--- src/rtl/imem_loader_pkg.sv ---
// Shared definitions for the instruction-memory loader.
//   state_t           : loader FSM states
//   DEFAULT_SYNC_BYTE : frame start marker used when none is overridden
//   LEN_BYTES         : number of big-endian length bytes after the marker
package imem_loader_pkg;

   typedef enum logic [2:0] {
      IDLE  = 3'd0,
      LEN   = 3'd1,
      DATA  = 3'd2,
      CSUM  = 3'd3,
      CHECK = 3'd4,
      DONE  = 3'd5,
      ERR   = 3'd6
   } state_t;

   localparam logic [7:0] DEFAULT_SYNC_BYTE = 8'hA5;
   localparam int         LEN_BYTES         = 4;

endpackage

--- src/rtl/imem_loader_if.sv ---
// Byte stream valid/ready handshake feeding the loader.
//   in_data  : stream byte
//   in_valid : in_data is valid this cycle
//   in_ready : receiver accepts a byte this cycle
// A byte transfers on a rising edge where in_valid && in_ready.
//   master : producer (UART receiver, test driver)
//   slave  : consumer (imem_loader)
interface imem_loader_if;

   logic [7:0] in_data;
   logic       in_valid;
   logic       in_ready;

   modport master (
      output in_data,
      output in_valid,
      input  in_ready
   );

   modport slave (
      input  in_data,
      input  in_valid,
      output in_ready
   );

endinterface

--- src/rtl/imem_loader_checksum.sv ---
// Running XOR of payload bytes.
//   clk, rst_n : clock, asynchronous active-low reset
//   clr        : zero the accumulator (start of a new frame)
//   en         : fold data into the accumulator
//   data       : payload byte
//   acc        : accumulated XOR, valid the cycle after the last enable
module imem_loader_checksum (
   input  logic       clk,
   input  logic       rst_n,
   input  logic       clr,
   input  logic       en,
   input  logic [7:0] data,
   output logic [7:0] acc
);

   always_ff @(posedge clk or negedge rst_n) begin
      if (!rst_n) begin
         acc <= 8'h00;
      end else if (clr) begin
         acc <= 8'h00;
      end else if (en) begin
         acc <= acc ^ data;
      end
   end

endmodule

--- src/rtl/imem_loader.sv ---
// Loads a framed byte stream into the byte-wide write port of the
// instruction memory and holds the core in reset until a frame with a
// good checksum has landed.
// Frame: SYNC_BYTE, LEN (4 bytes, MSB first), LEN payload bytes,
//        CSUM = XOR of the payload bytes.
//   clk, rst_n : clock, asynchronous active-low reset
//   strm       : byte stream input (slave side of the handshake)
//   mem_we     : memory write strobe, one cycle per accepted payload byte
//   mem_addr   : write address, BASE_ADDR + payload index
//   mem_wdata  : write data
//   load_done  : last frame loaded with a good checksum (sticky)
//   load_err   : last frame failed (sticky)
//   cpu_rst_n  : reset to the core, released only while load_done is high
module imem_loader
   import imem_loader_pkg::*;
#(
   parameter int                         ADDRESS_WIDTH   = 32,
   parameter int                         PRACTICAL_WIDTH = 20,
   parameter int                         DATA_WIDTH      = 8,
   parameter logic [ADDRESS_WIDTH-1:0]   BASE_ADDR       = '0,
   parameter logic [7:0]                 SYNC_BYTE       = DEFAULT_SYNC_BYTE
) (
   input  logic                      clk,
   input  logic                      rst_n,
   imem_loader_if.slave              strm,
   output logic                      mem_we,
   output logic [ADDRESS_WIDTH-1:0]  mem_addr,
   output logic [DATA_WIDTH-1:0]     mem_wdata,
   output logic                      load_done,
   output logic                      load_err,
   output logic                      cpu_rst_n
);

   // Largest legal payload: exactly 2**PRACTICAL_WIDTH bytes.
   localparam logic [32:0] LEN_CAP = 33'(1) << PRACTICAL_WIDTH;

   state_t                     state, state_nx;
   logic [31:0]                len, len_nx;
   logic [PRACTICAL_WIDTH:0]   cnt, cnt_nx;
   logic [1:0]                 len_idx, len_idx_nx;
   logic [7:0]                 csum, csum_nx;
   logic                       ready, ready_nx;
   logic                       we_nx;
   logic [ADDRESS_WIDTH-1:0]   addr_nx;
   logic [DATA_WIDTH-1:0]      wdata_nx;
   logic                       done_nx, err_nx, crst_nx;

   logic                       accept;
   logic                       is_sync;
   logic [31:0]                len_shift;
   logic                       xor_clr, xor_en;
   logic [7:0]                 xor_acc;

   assign strm.in_ready = ready;
   assign accept        = strm.in_valid && ready;
   assign is_sync       = (strm.in_data == SYNC_BYTE);
   assign len_shift     = (len << 8) | {24'h0, strm.in_data};

   imem_loader_checksum u_checksum (
      .clk   (clk),
      .rst_n (rst_n),
      .clr   (xor_clr),
      .en    (xor_en),
      .data  (strm.in_data),
      .acc   (xor_acc)
   );

   always_ff @(posedge clk or negedge rst_n) begin
      if (!rst_n) begin
         state     <= IDLE;
         len       <= '0;
         cnt       <= '0;
         len_idx   <= '0;
         csum      <= '0;
         ready     <= 1'b1;
         mem_we    <= 1'b0;
         mem_addr  <= BASE_ADDR;
         mem_wdata <= '0;
         load_done <= 1'b0;
         load_err  <= 1'b0;
         cpu_rst_n <= 1'b0;
      end else begin
         state     <= state_nx;
         len       <= len_nx;
         cnt       <= cnt_nx;
         len_idx   <= len_idx_nx;
         csum      <= csum_nx;
         ready     <= ready_nx;
         mem_we    <= we_nx;
         mem_addr  <= addr_nx;
         mem_wdata <= wdata_nx;
         load_done <= done_nx;
         load_err  <= err_nx;
         cpu_rst_n <= crst_nx;
      end
   end

   always_comb begin
      state_nx   = state;
      len_nx     = len;
      cnt_nx     = cnt;
      len_idx_nx = len_idx;
      csum_nx    = csum;
      we_nx      = 1'b0;
      addr_nx    = mem_addr;
      wdata_nx   = mem_wdata;
      done_nx    = load_done;
      err_nx     = load_err;
      crst_nx    = cpu_rst_n;
      xor_clr    = 1'b0;
      xor_en     = 1'b0;

      case (state)
         // Outside a frame only the marker matters; everything else is
         // dropped without touching the sticky status.
         IDLE, DONE, ERR: begin
            if (accept && is_sync) begin
               state_nx   = LEN;
               len_nx     = '0;
               cnt_nx     = '0;
               len_idx_nx = '0;
               xor_clr    = 1'b1;
               done_nx    = 1'b0;
               err_nx     = 1'b0;
               crst_nx    = 1'b0;
            end
         end

         LEN: begin
            if (accept) begin
               len_nx     = len_shift;
               len_idx_nx = len_idx + 2'd1;
               if (len_idx == 2'(LEN_BYTES - 1)) begin
                  if ({1'b0, len_shift} > LEN_CAP) begin
                     state_nx = ERR;
                     err_nx   = 1'b1;
                  end else if (len_shift == 32'h0) begin
                     state_nx = CSUM;
                  end else begin
                     state_nx = DATA;
                  end
               end
            end
         end

         // The write is registered, so it appears on the port the cycle
         // after acceptance; back-to-back bytes give back-to-back writes.
         DATA: begin
            if (accept) begin
               we_nx    = 1'b1;
               addr_nx  = BASE_ADDR + ADDRESS_WIDTH'(cnt);
               wdata_nx = strm.in_data;
               cnt_nx   = cnt + 1'b1;
               xor_en   = 1'b1;
               if (32'(cnt_nx) == len) begin
                  state_nx = CSUM;
               end
            end
         end

         CSUM: begin
            if (accept) begin
               csum_nx  = strm.in_data;
               state_nx = CHECK;
            end
         end

         // xor_acc already includes the final payload byte here.
         CHECK: begin
            if (csum == xor_acc) begin
               state_nx = DONE;
               done_nx  = 1'b1;
               crst_nx  = 1'b1;
            end else begin
               state_nx = ERR;
               err_nx   = 1'b1;
            end
         end

         default: begin
            state_nx = IDLE;
         end
      endcase

      // Registered ready: low for exactly the single CHECK cycle.
      ready_nx = (state_nx != CHECK);
   end

endmodule

--- src/flat_wrapper.sv ---
// flat-port wrapper written by rule: the top's interface ports become plain ports
module imem_loader_flat import imem_loader_pkg::*;
#(
   parameter int                         ADDRESS_WIDTH   = 32,
   parameter int                         PRACTICAL_WIDTH = 20,
   parameter int                         DATA_WIDTH      = 8,
   parameter logic [ADDRESS_WIDTH-1:0]   BASE_ADDR       = '0,
   parameter logic [7:0]                 SYNC_BYTE       = DEFAULT_SYNC_BYTE
)
  (clk, rst_n, mem_we, mem_addr, mem_wdata, load_done, load_err, cpu_rst_n, strm_in_data, strm_in_valid, strm_in_ready);
  imem_loader_if strm_i ();
  input  logic clk;
  input  logic rst_n;
  output logic mem_we;
  output logic [ADDRESS_WIDTH-1:0] mem_addr;
  output logic [DATA_WIDTH-1:0] mem_wdata;
  output logic load_done;
  output logic load_err;
  output logic cpu_rst_n;
  input wire logic [$bits(strm_i.in_data)-1:0] strm_in_data;
  input wire logic [$bits(strm_i.in_valid)-1:0] strm_in_valid;
  output wire logic [$bits(strm_i.in_ready)-1:0] strm_in_ready;
  assign strm_i.in_data = strm_in_data;
  assign strm_i.in_valid = strm_in_valid;
  assign strm_in_ready = strm_i.in_ready;
  imem_loader #(.ADDRESS_WIDTH(ADDRESS_WIDTH), .PRACTICAL_WIDTH(PRACTICAL_WIDTH), .DATA_WIDTH(DATA_WIDTH), .BASE_ADDR(BASE_ADDR), .SYNC_BYTE(SYNC_BYTE)) u_core (.clk(clk), .rst_n(rst_n), .strm(strm_i), .mem_we(mem_we), .mem_addr(mem_addr), .mem_wdata(mem_wdata), .load_done(load_done), .load_err(load_err), .cpu_rst_n(cpu_rst_n));
endmodule
--- config.mk ---
export PLATFORM = sky130hd
export DESIGN_NAME = imem_loader_flat
export DESIGN_NICKNAME = d
export VERILOG_FILES = /design/src/rtl/imem_loader_pkg.sv /design/src/rtl/imem_loader_if.sv /design/src/rtl/imem_loader_checksum.sv /design/src/rtl/imem_loader.sv /design/src/flat_wrapper.sv
export SDC_FILE = /design/constraint.sdc
export NUM_CORES = 1
export LEC_CHECK = 0
export CAP_MARGIN = 20
export CORE_UTILIZATION = 32
export CTS_BUF_LIST = sky130_fd_sc_hd__clkbuf_16
export DETAILED_ROUTE_END_ITERATION = 16
export PLACE_DENSITY = 0.5
export SYNTH_ARGS = -nofsm -noshare
export SYNTH_HDL_FRONTEND = slang
export SYNTH_SLANG_ARGS = --single-unit
--- constraint.sdc ---
create_clock -name clk -period 5.6 [get_ports clk]
set_input_delay 0.84 -clock clk [delete_from_list [all_inputs] [get_ports clk]]
set_output_delay 0.84 -clock clk [all_outputs]
set_load 0.005 [all_outputs]
Yosys cells after proc, flatten, opt, wreduce, memory -nomap -nowiden

Cells that the tools add are included.

Input port bits: 11
Flip-flop bits (word level): 107
Logic and storage cells: 84

Reductions and logical operators: 16
$add $sub $neg: 2
Order comparisons: 1
Multiplexer cells: 33
Bitwise gates (word level): 2
Equal/unequal tests: 18

Operator list:

| operator                                                        | count |
|---|---|
| 2-to-1 mux 32 bit                                               | 2 |
| one-hot mux 32 bit (2 select lines)                             | 1 |
| 2-to-1 mux 21 bit                                               | 2 |
| one-hot mux 21 bit (2 select lines)                             | 1 |
| equality test 21 x 32 -> 1 bit                                  | 1 |
| greater-than comparator 32 x 21 -> 1 bit, second input constant | 1 |
| logical NOT 32 bit                                              | 1 |
| OR 32 x 8 -> 32 bit                                             | 1 |
| adder 21 x 1 -> 21 bit, second input constant                   | 1 |
| 2-to-1 mux 3 bit                                                | 7 |
| 2-to-1 mux 8 bit                                                | 2 |
| one-hot mux 3 bit (5 select lines)                              | 1 |
| != test 2 x 1 -> 1 bit, second input constant                   | 6 |
| 2-to-1 mux 1 bit                                                | 11 |
| equality test 3 bit, second input constant                      | 3 |
| AND reduction 3 bit                                             | 3 |
| equality test 8 bit                                             | 1 |
| equality test 8 bit, second input constant                      | 1 |
| nonzero test 2 bit                                              | 4 |
| XOR 8 bit                                                       | 1 |
| equality test 3 x 2 -> 1 bit, second input constant             | 2 |
| 2-to-1 mux 2 bit                                                | 3 |
| AND reduction 6 bit                                             | 1 |
| one-hot mux 2 bit (2 select lines)                              | 1 |
| 12 further kinds                                                | 14 |

Logic depth before layout (Yosys ltp)

Gate-level depths: netlist of run 1.

Depth in word-level cells: 8
Mapped depth: 9
Depth with buffers taken out: 7

Hierarchy

From an unflattened synthesis of run 1, not the netlist that was laid out.

Cells, all modules: 624
Area, all modules: 5609.1 um^2

By module, submodules not included:

| module               | instances | seq. area each (um^2) | cells each | area an instance (um^2) |
|---|---|---|---|---|
| imem_loader          | 1         | 2478.6                | 589        | 5202.5 |
| imem_loader_checksum | 1         | 200.2                 | 35         | 406.6 |

Worst setup path before layout of run 1

No wires, ideal clock.

Kind: input to register
From: in strm_in_data[1]
To: reg u_core.load_err
Data arrival time: 2.343 ns
Slack: 3.128 ns
Data required time: 5.471 ns
Path buffers: 0
Stages on the path: 6
Cell sequence: or4_4 -> or4_4 -> nor3_2 -> o21ai_1 -> a32oi_1 -> o22ai_1

Word-level cells in the longest chain between the ends: 4

Ends and longest elaborated chain:

| item                                                                                 | line                                   | text |
|---|---|---|
| from (decl)                                                                          | flat_wrapper.sv:20                     | `input wire logic [$bits(strm_i.in_data)-1:0] strm_in_data;` |
| OR 32 x 8 -> 32 bit / equality test 8 bit (equally long branches)                    | imem_loader.sv:57, imem_loader.sv:56   |  |
| greater-than comparator 32 x 21 -> 1 bit / logical AND 1 bit (equally long branches) | imem_loader.sv:134, imem_loader.sv:117 |  |
| != test 2 x 1 -> 1 bit (no line)                                                     | -                                      |  |
| AND reduction 6 bit (no line) *                                                      | -                                      |  |
| to (signal assigned)                                                                 | imem_loader.sv:93                      | `load_err <= err_nx;` |
| to (decl)                                                                            | imem_loader.sv:30                      | `output logic load_err,` |

Every way passes the cells marked *; elsewhere a longest branch is shown, timed or not.
A chain may end at the register's enable or synchronous reset.

Worst setup path in the final report of run 1

From: in strm_in_data[1]
To: reg u_core.cnt[4]

Word-level cells in the longest chain between the ends: 4

Ends and longest elaborated chain:

| item                             | line               | text |
|---|---|---|
| equality test 8 bit              | imem_loader.sv:56  | `assign is_sync = (strm.in_data == SYNC_BYTE);` |
| logical AND 1 bit                | imem_loader.sv:117 | `if (accept && is_sync) begin` |
| != test 2 x 1 -> 1 bit (no line) | -                  |  |
| AND reduction 3 bit (no line)    | -                  |  |
| to (signal assigned)             | imem_loader.sv:85  | `cnt <= cnt_nx;` |
| to (decl)                        | imem_loader.sv:39  | `logic [PRACTICAL_WIDTH:0] cnt, cnt_nx;` |

Every way passes these cells.

==> results of run 1 <==
[cells by family after synthesis]
family / share of synthesized area (%)
muxes: 2.00
AOI/OAI and AO/OA: 11.6
other: 0.0675
DFF: 48.2
buffers and inverters: 6.21
and+or+nand+nor: 23.7
xor gates and xnor gates: 7.41
adders and majority gates: 0.811
[power by group through the flow]
stage               combinational (mW)  sequential (mW)  clock (mW)
floorplan                        0.267            0.933           0
global placement                 0.325            0.984           0
detailed placement               0.333            0.986           0
CTS                              0.334            0.970       0.708
global route                     0.382            0.987       0.729
finish                           0.333            0.972       0.692
[final cells by class]
class	count	share of cell area, %
flip-flops and latches	107	42.1
multi-input cells	458	40.5
repair buffers	50	7.70
well taps	220	4.32
clock buffers	9	3.54
clock inverters	6	1.40
inverters	8	0.472
[how the worst max path moves through the flow]
stage,start,to
floorplan,strm_in_data[1],u_core.load_err$_DFFE_PN0P_
global placement,strm_in_data[1],u_core.cnt[11]$_DFFE_PN0P_
detailed placement,strm_in_data[1],u_core.cnt[16]$_DFFE_PN0P_
CTS,strm_in_data[1],u_core.cnt[16]$_DFFE_PN0P_
global route,strm_in_data[1],u_core.cnt[16]$_DFFE_PN0P_
finish,strm_in_data[1],u_core.cnt[4]$_DFFE_PN0P_
[cell usage after synthesis (all sizes together), types with 3 or more instances]
cell / instances
nand2: 175
dfrtp: 106
o21ai: 69
buf: 28
clkbuf: 26
xor2: 26
nor2: 25
xnor2: 21
nand4: 13
nor4: 13
nor3: 11
o31ai: 10
mux2: 9
a21oi: 8
inv: 8
or4: 8
nand3: 7
a31oi: 6
and4: 5
o22ai: 5
and3: 4
o32ai: 3
[through the flow]
stage / total power [mW] / instance area [sq um] / hold slack (ps)
2_1_floorplan: 1.20 / 5590 / 463
3_3_place_gp: 1.31 / 6040 / 460
3_5_place_dp: 1.32 / 6040 / 463
4_1_cts: 2.01 / 6350 / 483
5_1_grt: 2.10 / 6370 / 491
6_report: 2.00 / 6370 / 473
[critical path: cells and delay by family]
family | cells | cell delay [ps]
buffers and inverters | 1 | 470
AND/OR/NAND/NOR | 4 | 1960
AO/OA/AOI/OAI | 2 | 350
[flip-flops by register name (all words and copies together), names as in the netlist]
register / flops
u_core.mem_we: 1
u_core.load_err: 1
u_core.state: 3
u_core.load_done: 1
u_core.strm.in_ready: 1
u_core.len_idx: 2
u_core.mem_wdata: 8
u_core.csum: 8
u_core.cnt: 21
u_core.mem_addr: 21
u_core.u_checksum.acc: 8
u_core.len: 32
[metal layers]
layer  part of all wire (%)  global-route usage (%)
met1                     49                    22.7
met2                     46                    25.2
met3                    3.5                    2.80
met4                    1.3                    4.55
met5                      0                       0
==> metrics.md, run 1 <==
| Metric | Value |
|---|---|
| Slowest cell delay on critical path | `740 ps` |
| Worst Setup Slack, final | `2180 ps` |
| Num CTS Buffers | `9` |
| Worst path slowest cell | `and3_1` |
| Commonest non-fill, non-tap cell in the layout | `nand2_1` |
| Final net count | `647` |
| Final min period | `3420 ps` |
| Internal Power | `1.40 mW` |
| Placer congestion estimate | `0.780` |
| Mapped cell area | `5560 sq um` |
| Reg2reg end | `u_core.cnt[4]$_DFFE_PN0P_` |
| Non-Filler Instances | `858` |
| Max frequency | `293 MHz` |
| Yosys top cell by area | `dfrtp_1` |
| Clock Path Buffers | `2` |
| Unrepaired setup endpoints after global routing | `false` |
| I/O pin count | `56` |
| CTS tree | `yes` |
| Top_reg_cell synth | `dfrtp_1` |
| Fin Clk Skew | `8.69 ps` |
| Post-synth top area share | `47.7%` |
| Req. time, crit path | `5820 ps` |
| Max Cap Violations | `0` |
| Synth area leaders | `dfrtp_1 (48%), nand2_1 (12%), o21ai_0 (5.0%)` |
| WL/cell | `15.8 um` |
| Final WL | `13500 um` |
| Dpl ws | `1770 ps` |
| Initial drt markers | `296` |
| Synthesis-to-layout area growth | `14.6%` |
| CP cell instances | `clkdlybuf4s50_1 -> or4_4 -> nor3_4 -> and3_1 -> nor2_2 -> o21ai_0 -> o31ai_1` |
| First-pass GRT wire length | `22700 um` |
| WP data arrival | `3640 ps` |
| Crit share post-route | `61.0%` |
| Max H-tree Level | `3` |
| Post-synth EDFFs | `0` |
| Pin count of the biggest net entering global routing | `64` |
| Final core utilization | `38.0%` |
| Number of buffers added on ports | `44` |
| Die Wd | `134 um` |
| Row cnt | `47` |
| Vias per cell | `5.11` |
| Worst rel slew slack | `44.0%` |
| Starting density of the core | `33.2%` |
| Status | `finished, final reports clean` |
| # placed instances | `842` |
| Mapped Cells | `617` |
| Fin Setup TNS | `0 ps` |
| Die Y | `134 um` |
| Clock share of power | `34.7%` |
| Distinct cells, synth | `60` |
| CTS resizes | `0` |
| Post-DRT Antenna Nets | `0` |
| Share of post-route cells with drive strength above 1 | `7.99%` |
| Core region area | `16800 sq um` |
| Fin. max-slew vios | `0` |
| Vias | `4387` |
| CP Capture Type | `register` |
| Sink Count | `107` |
| Drt pass-1 iters | `5` |
| Seq. cell area | `2680 sq um` |
| Sequential share of power | `48.7%` |
| R2r startpoint | `u_core.state[1]$_DFF_PN0_` |
| Pwr Density | `314 nW/um^2` |
| Startpoint Class | `input pin` |
| Worst-skew pair later-pin latency | `360 ps` |
| Gr usage total | `16.1%` |
| Layout fillers | `1698` |
| Switching part of the total power | `30.0%` |
| Vias in the first global route | `4193` |
| Hold Crit Depth | `2` |
| Leak Pwr | `2.92 nW` |
| Worst Reg2Reg Path Length in Cells | `7` |
| Net switching power | `598 uW` |
| Hold EP | `u_core.mem_addr[16]$_DFFE_PN0P_` |
| Setup bufs post-CTS | `0` |
| Final HPWL DP | `8950 um` |
| Die area | `17900 sq um` |
| Most frequent cells in the layout | `nand2_1 (175), dfrtp_1 (106), o21ai_0 (55), clkdlybuf4s50_1 (43), xor2_1 (26)` |
| Flop2flop setup slack | `2800 ps` |
| Diodes inserted | `0` |
| Total congestion overflow | `0` |
| Cts hold-fix bufs | `0` |
| Gate power share | `16.7%` |
| Register area share after synthesis | `48.2%` |
| Worst Tran Pin Value | `838 ps` |
| Fin. Hold Viols | `0` |
| Hold Path Class | `reg -> reg` |
| Initial antenna violation count | `0` |
| Critical path class | `in -> reg` |
| Drt drc | `0` |
| Root Buffer | `clkbuf_16` |
| Final Setup Violations | `0` |
| Ys Warns | `0` |
| Mean area per synthesized cell | `9.01 sq um` |
| Synthesized flop and latch total | `107` |
| Area of the multi-input gates | `2580 sq um` |
| Peak supply drop | `0.000163 V` |
| Crit-path max FO | `25` |
| Startpoint of the worst hold path | `u_core.mem_addr[16]$_DFFE_PN0P_` |
| Fraction of registers with async set/reset | `100%` |
| Clock Pin Slew Worst Setup and Hold Paths | `70 ps` |
Power figures use the tool's default switching activity.
==> run 2, diff against run 1 <==
PLACE_DENSITY = 0.52   (was 0.5)
clock period = 3 ns   (was 5.6 ns; I/O delays follow)
==> metrics.md, run 2 (synthesized netlist as in run 1, its figures left out) <==
| Metric | Value |
|---|---|
| Status | `finished, final reports clean` |
| Final min period | `2570 ps` |
| Sequential share of power | `50.6%` |
| Unrepaired setup endpoints after global routing | `false` |
| Clock share of power | `31.6%` |
| Clock Path Buffers | `2` |
| I/O pin count | `56` |
| Starting density of the core | `33.2%` |
| Final Setup Violations | `0` |
| Critical path class | `reg -> reg` |
| Fin Setup TNS | `0 ps` |
| Register with the most flip-flops | `u_core.len` |
| Largest regs | `u_core.len: 32 flops, u_core.cnt: 21 flops, u_core.mem_addr: 21 flops` |
| Diodes inserted | `0` |
| Vias per cell | `5.06` |
| CP Capture Type | `register` |
| Switching part of the total power | `32.0%` |
| Die area | `17900 sq um` |
| Synthesis-to-layout area growth | `15.4%` |
| Core region area | `16800 sq um` |
| Startpoint Class | `register` |
| Share of post-route cells with drive strength above 1 | `9.13%` |
| Fin. Hold Viols | `0` |
| Non-Filler Instances | `866` |
| First-pass GRT wire length | `23100 um` |
| Final net count | `654` |
| Pwr Density | `563 nW/um^2` |
| Req. time, crit path | `3240 ps` |
| Num CTS Buffers | `9` |
| Cts hold-fix bufs | `0` |
| WP data arrival | `2810 ps` |
| Root Buffer | `clkbuf_16` |
| Internal Power | `2.45 mW` |
| Initial drt markers | `363` |
| Final WL | `13800 um` |
| Drt drc | `0` |
| Gr usage total | `16.4%` |
| Die Wd | `134 um` |
| Post-DRT Antenna Nets | `0` |
| Net switching power | `1.16 mW` |
| Placer congestion estimate | `0.858` |
| Crit-path max FO | `8` |
| Vias in the first global route | `4303` |
| Die Y | `134 um` |
| Hold Path Class | `in -> async` |
| Peak supply drop | `0.000290 V` |
| Gate power share | `17.9%` |
| Worst-skew pair later-pin latency | `350 ps` |
| Setup bufs post-CTS | `0` |
| Max reg flops | `32` |
| Initial antenna violation count | `0` |
| Pin count of the biggest net entering global routing | `67` |
| Vias | `4380` |
| CTS resizes | `0` |
| CTS tree | `yes` |
| Crit share post-route | `85.6%` |
| Fin Clk Skew | `5.92 ps` |
| WL/cell | `15.9 um` |
| Fin. max-slew vios | `0` |
| Max H-tree Level | `3` |
| Worst rel slew slack | `45.1%` |
| Seq. cell area | `2680 sq um` |
| Area of the multi-input gates | `2580 sq um` |
| Clock Pin Slew Worst Setup and Hold Paths | `70 ps` |
| Max Cap Violations | `0` |
| Sink Count | `107` |
| Number of buffers added on ports | `44` |
| # placed instances | `850` |
| Leak Pwr | `2.95 nW` |
| Total congestion overflow | `0` |
| Commonest non-fill, non-tap cell in the layout | `nand2_1` |
| Row cnt | `47` |
| Max frequency | `389 MHz` |
| Worst Tran Pin Value | `823 ps` |
| Final core utilization | `38.3%` |
| Layout fillers | `1723` |
| Final HPWL DP | `9180 um` |
| Most frequent cells in the layout | `nand2_1 (175), dfrtp_1 (106), o21ai_0 (55), clkdlybuf4s50_1 (43), xor2_1 (26)` |
| Drt pass-1 iters | `4` |
[run 2: cell count changes in the layout (fill, tap and decap cells not counted), sizes merged]
cell | before | now
clkinv | 1 | 2
bufinv | 2 | 0
buf | 7 | 14
clkinvlp | 1 | 3
[run 2: path summary, 6_finish.rpt]
path                                                start                              end  slack, ps  cells past startpoint
max in group asynchronous                           rst_n   u_core.strm.in_ready$_DFF_PN1_       2100                      2
min in group clk           u_core.mem_addr[6]$_DFFE_PN0P_   u_core.mem_addr[6]$_DFFE_PN0P_        470                      2
min                                                 rst_n  u_core.mem_addr[18]$_DFFE_PN0P_         90                      1
max                             u_core.cnt[0]$_DFFE_PN0P_        u_core.state[0]$_DFF_PN0_        430                      7
max reg2reg                     u_core.cnt[0]$_DFFE_PN0P_        u_core.state[0]$_DFF_PN0_        430                      7
min reg2reg                u_core.mem_addr[6]$_DFFE_PN0P_   u_core.mem_addr[6]$_DFFE_PN0P_        470                      2
[run 2: cell type report]
cell class / count / share of cell area (%)
Timing Repair Buffer: 57 / 8.94
Tap cell: 220 / 4.29
Sequential cell: 107 / 41.8
Clock buffer: 9 / 3.51
Multi-Input combinational cell: 458 / 40.2
Clock inverter: 7 / 0.820
Inverter: 8 / 0.468
[run 2: worst max-delay path: stages (launching register included)]
cell and delay, ps:
dfrtp_1 500, ha_1 300, nand3_1 330, nor3_4 420, nand4_1 220, xnor2_1 210
nand4_1 140, o31ai_1 330
[run 2: metrics by stage]
step	power (mW)	hold slack, ps	area, sq um	setup slack [ps]
2_1_floorplan	2.24	154	5590	918
3_3_place_gp	2.48	459	6130	336
3_5_place_dp	2.50	462	6130	234
4_1_cts	3.66	105	6410	424
5_1_grt	3.81	135	6410	209
6_report	3.61	86.9	6410	432
[run 2: layer usage]
metal | vias up | wire, um | global-route usage [%]
met5 | - | 0 | 0
met4 | 0 | 102 | 3.28
met3 | 7 | 614 | 3.97
met2 | 103 | 6420 | 26.0
met1 | 2133 | 6610 | 22.8
li1 | 2137 | - | -
[run 2: power by group through the flow]
stage,registers [mW],logic [mW],clock network [mW]
finish,1.83,0.645,1.14
global route,1.85,0.728,1.23
CTS,1.82,0.656,1.19
detailed placement,1.85,0.653,0
global placement,1.84,0.634,0
floorplan,1.74,0.498,0
==> run 3, diff against run 2 <==
--- a/constraint.sdc
+++ b/constraint.sdc
@@ -3,2 +3,2 @@
 set_output_delay 0.45 -clock clk [all_outputs]
-set_load 0.005 [all_outputs]
+set_load 0.01 [all_outputs]
==> results of run 3 <==
The final DEF is identical to that of run 2. Status: finished, final reports clean.
Main changes from that run: total power 3.61 mW -> 3.62 mW
